### src/rtl/sync_fifo_param.sv
// sync_fifo_param: parametrised single-clock FIFO with occupancy count,
// almost-full threshold and overflow/underflow reporting.
// Optional feature macro: FIFO_STICKY_ERR_EN
//   defined   -> overflow/underflow latch on first event until reset
//   undefined -> overflow/underflow pulse for one cycle per rejected request
module sync_fifo_param #(
  parameter int unsigned WIDTH     = 8,
  parameter int unsigned DEPTH     = 512,
  parameter int unsigned AF_MARGIN = 4,
  localparam int unsigned AW       = $clog2(DEPTH),
  localparam int unsigned CW       = AW + 1
) (
  input  logic             clk,
  input  logic             reset,
  input  logic             wr_en,
  input  logic [WIDTH-1:0] wr_data,
  input  logic             rd_en,
  output logic [WIDTH-1:0] rd_data,
  output logic             rd_valid,
  output logic             full,
  output logic             almost_full,
  output logic             empty,
  output logic [AW:0]      count,
  output logic             overflow,
  output logic             underflow
);

  logic [WIDTH-1:0] mem [DEPTH];

  logic [AW:0]      wptr_q, wptr_d;
  logic [AW:0]      rptr_q, rptr_d;
  logic [AW:0]      count_q, count_d;
  logic             full_q, full_d;
  logic             empty_q, empty_d;
  logic             af_q, af_d;
  logic             ovf_q, ovf_d;
  logic             unf_q, unf_d;
  logic             rd_valid_q;
  logic [WIDTH-1:0] rd_data_q;
  logic             wr_acc, rd_acc;

  // Accept/reject decisions, next pointers, occupancy and status flags
  always_comb begin
    wr_acc  = wr_en && !full_q;
    rd_acc  = rd_en && !empty_q;
    wptr_d  = wptr_q + CW'(wr_acc);
    rptr_d  = rptr_q + CW'(rd_acc);
    count_d = count_q;
    case ({wr_acc, rd_acc})
      2'b10:   count_d = count_q + CW'(1);
      2'b01:   count_d = count_q - CW'(1);
      default: count_d = count_q;
    endcase
    // Full: same slot, opposite lap; empty: identical pointers
    full_d  = (wptr_d[AW-1:0] == rptr_d[AW-1:0]) && (wptr_d[AW] != rptr_d[AW]);
    empty_d = (wptr_d == rptr_d);
    af_d    = (count_d >= CW'(DEPTH - AF_MARGIN));
`ifdef FIFO_STICKY_ERR_EN
    ovf_d   = ovf_q | (wr_en && full_q);
    unf_d   = unf_q | (rd_en && empty_q);
`else
    ovf_d   = wr_en && full_q;
    unf_d   = rd_en && empty_q;
`endif
  end

  // Storage write; contents survive reset, but reset blocks a same-cycle write
  always_ff @(posedge clk) begin
    if (!reset && wr_acc) begin
      mem[wptr_q[AW-1:0]] <= wr_data;
    end
  end

  // Control state and registered read port
  always_ff @(posedge clk) begin
    if (reset) begin
      wptr_q     <= '0;
      rptr_q     <= '0;
      count_q    <= '0;
      full_q     <= 1'b0;
      empty_q    <= 1'b1;
      af_q       <= 1'b0;
      ovf_q      <= 1'b0;
      unf_q      <= 1'b0;
      rd_valid_q <= 1'b0;
      rd_data_q  <= '0;
    end else begin
      wptr_q     <= wptr_d;
      rptr_q     <= rptr_d;
      count_q    <= count_d;
      full_q     <= full_d;
      empty_q    <= empty_d;
      af_q       <= af_d;
      ovf_q      <= ovf_d;
      unf_q      <= unf_d;
      rd_valid_q <= rd_acc;
      if (rd_acc) begin
        rd_data_q <= mem[rptr_q[AW-1:0]];
      end
    end
  end

  assign rd_data     = rd_data_q;
  assign rd_valid    = rd_valid_q;
  assign full        = full_q;
  assign almost_full = af_q;
  assign empty       = empty_q;
  assign count       = count_q;
  assign overflow    = ovf_q;
  assign underflow   = unf_q;

endmodule

### config.mk
export PLATFORM = sky130hd
export DESIGN_NAME = sync_fifo_param
export DESIGN_NICKNAME = d
export VERILOG_FILES = /design/src/rtl/sync_fifo_param.sv
export SDC_FILE = /design/constraint.sdc
export NUM_CORES = 2
export LEC_CHECK = 0
export ABC_AREA = 0
export CAP_MARGIN = 10
export CORE_ASPECT_RATIO = 0.8
export CORE_UTILIZATION = 30
export DETAILED_ROUTE_END_ITERATION = 8
export DONT_BUFFER_PORTS = 1
export PLACE_DENSITY = 0.54
export SLEW_MARGIN = 20
export SYNTH_ARGS = -nofsm -noshare
export SYNTH_HDL_FRONTEND = slang
export SYNTH_SLANG_ARGS = --single-unit
### constraint.sdc
create_clock -name clk -period 8.25 [get_ports clk]
set_input_delay 0.825 -clock clk [delete_from_list [all_inputs] [get_ports clk]]
set_output_delay 0.825 -clock clk [all_outputs]
set_load 0.02 [all_outputs]
==> reports/results.txt <==
Worst path required time: 9.13 ns
Initial DRC count: 12,200
Root Driver: clkbuf_16
CTS max path bufs: 4
Core Box Area: 0.535 mm2
Vias in the first global route: 81,400
CP endpoint kind: flop
Worst path most repeated cell: buf_4
CP max FO: 44
RSZ-0062 raised after global routing: no
Nets: 7,898
Max Slew Vio Count: 0
Mapped Nets: 7,818
DIE AREA: 0.541 mm2
H-tree Lvls: 5
Yosys cell types: 78
LEAKAGE: 53.7 nW
Final worst path period need: 5.15 ns
Fmax: 194 MHz
Initial antenna violation count: 42
TritonCTS clock tree: built
CP Launch Type: flop
Via count: 82,800
# resized after CTS: 0
DRT Wirelength: 490,000 um
Initial Util: 30.2%
Largest net degree at the start of global routing: 513
Peak VDD IR: 0.203 mV
Share of flip-flops with an asynchronous set or reset: 0%
First-pass GRT wire length: 676,000 um
Gpl congestion: 0.815
Sink Count: 4,140
I/O pin total: 36
DP HPWL: 273,000 um
Layout cells sized above 1: 20.7%
Die span in y: 658 um
M1 GR Usage: 25.6%
Avg Inst Size Synth: 20.7 um2
Gr usage total: 17.5%
Hold Crit Class: input port to flop
Post-CTS Hold Buffers: 7
Least-Margin Pin Slew: 1.36 ns
Worst path max stage delay: 0.96 ns
Row count: 240
Worst-Skew Late Latency: 1.02 ns
GR Util met2: 26.0%
Hold_ws: 0.101 ns
Run status: finished, final reports clean
Setup TNS: 0 ns
Setup CP Type: flop to flop
Vias per Instance: 5.39
Max-cap violations: 0
Post-synthesis sequential area ratio: 76.8%
Cells after synthesis: 7,800
First-pass DRT Iterations: 6
Post-route ant nets: 0
Setup Viol. Count Final: 0
Inserted Clock Buffers: 406
Area Growth Syn to Fin: 13.4%
Total grt overflow: 0
DR WL/cell: 31.8 um
Synth Warn #: 0
Worst rel slew slack: 9.23%
Post-synth EDFFs: 4,096
Power per cell area: 246 mW/mm2
IO buf count: 0
GRT Max-Usage Layer: met2
Tcrit/Tclk final: 62.5%
Setup Buffers After CTS: 0
Worst EP arrival: 6.03 ns
Die X: 822 um
Slowest-stage cell, CP: dfxtp_4
Cell Area, Synth: 0.161 mm2
Met3 usage: 4.58%
Max Clock Skew: 0.0894 ns
Main synth FF type: edfxtp_1
CP Cell Sequence: buf_4 -> or3b_4 -> buf_4 -> o221ai_1 -> a21oi_1 -> nand2_1 -> a211oi_1 -> o2111ai_1 -> nand4_1 -> nand3b_1
Seq cells post-synth: 4,140
Final Hold Fails: 0
Residual DRC: 0
Clk slew on worst S/H paths: 0.06 ns
-- path summary, 6_finish.rpt --
| path | startpoint | to | slack, ns | cells after the start |
|---|---|---|---|---|
| worst max-delay path | rptr_q[1] | rd_data[4] | 3.10 | 10 |
| worst min-delay path | reset | count[3] | 0.10 | 2 |
| worst max register to register | rptr_q[1] | rd_data[4] | 3.10 | 10 |
| worst min register to register | rptr_q[9] | rptr_q[9] | 0.55 | 2 |
-- cell usage in the layout, fill, tap and decap left out, types with 22 or more instances in the layout --
cell | netlist | final
a211oi_1 | 30 | 29
a21oi_1 | 154 | 152
a221oi_1 | 73 | 73
a22o_1 | 24 | 24
a22oi_1 | 164 | 164
a31oi_1 | 28 | 26
buf_12 | 14 | 31
buf_16 | 0 | 27
buf_4 | 38 | 112
bufinv_16 | 0 | 36
clkbuf_1 | 237 | 84
clkbuf_16 | 0 | 415
clkinv_1 | 3 | 86
clkinv_2 | 0 | 70
dfxtp_1 | 44 | 37
edfxtp_1 | 4096 | 4096
mux2i_1 | 450 | 448
mux4_2 | 864 | 864
nand2_1 | 189 | 171
nand3_1 | 43 | 43
nor2_1 | 602 | 593
nor3_1 | 24 | 22
o21ai_0 | 77 | 75
o21ai_1 | 33 | 33
o221ai_1 | 81 | 81
o22ai_1 | 60 | 60
xnor2_1 | 27 | 27
-- registers in the layout, summed over array words and instances, names as in the netlist --
signal       cells
almost_full      1
count           10
empty            1
full             1
mem           4096
overflow         1
rd_data          8
rd_valid         1
rptr_q          10
underflow        1
wptr_q          10
-- report_power, final --
part / internal [mW] / leakage [nW] / switching (mW) / total (mW)
logic: 1.34 / 10.2 / 1.86 / 3.20
registers: 23.1 / 37.2 / 0.0947 / 23.2
clock network: 10.4 / 6.38 / 8.17 / 18.6
total: 34.9 / 53.7 / 10.1 / 45.0
-- cells by family after synthesis --
group	synth area share, %
flip-flops	76.8
AO/OA/AOI/OAI	3.58
buffers and inverters	1.99
multiplexers	14.9
AND/OR/NAND/NOR	2.45
XOR/XNOR	0.206
adder cells (fa/ha/maj)	0.0465
-- routing by layer --
layer | vias to the layer above | share of wire, %
met1 | 44900 | 43
met3 | 704 | 11
met4 | 8 | 2.7
li1 | 32700 | -
met5 | - | 0.012
met2 | 4537 | 44
-- critical path, delay by kind of cell, from the launching register on --
kind / cells / cell delay, ns
buf+inv: 2 / 1.04
flops: 1 / 0.96
compound gates: 4 / 1.43
simple gates: 4 / 1.52
-- cell usage after synthesis, drive strengths merged (13+ instances only) --
library cell	count	area, um2
xnor2	27	236
nand3	43	215
a211o	13	114
nand2	189	709
a21oi	154	771
o221ai	81	709
dfxtp	44	881
nor2b	16	100
mux4	865	19500
mux2i	450	4500
a221oi	79	729
a22o	24	210
a211oi	30	225
o21ai	110	551
buf	265	2270
o22ai	60	375
and3	18	113
a22oi	164	1230
nand4	18	113
nor2	602	2260
nor3	24	120
and2	13	81.3
edfxtp	4096	123000
clkbuf	237	890
a31oi	28	175
-- layout make-up --
class | instances | area, um2
antenna | 21 | 52.6
clock buffer | 510 | 10900
clock inverter | 231 | 2220
fill | 49300 | 352000
inverter | 12 | 56.3
multi-input combinational | 3146 | 34600
sequential | 4140 | 124000
tap | 7139 | 8930
timing repair buffer | 174 | 2250
-- metrics by stage --
stage	instances	setup slack [ns]	area, um2	util (%)	power, mW
6_report	15400	3.10	183000	34.2	45.0
5_1_grt	15400	3.12	183000	34.2	46.2
4_1_cts	15300	2.91	182000	34.1	45.1
3_5_place_dp	14600	2.92	169000	31.6	26.7
3_3_place_gp	14600	2.43	169000	31.6	26.5
2_1_floorplan	7800	4.59	161000	-	25.8
No activity file was read; power rests on OpenSTA's default activity.
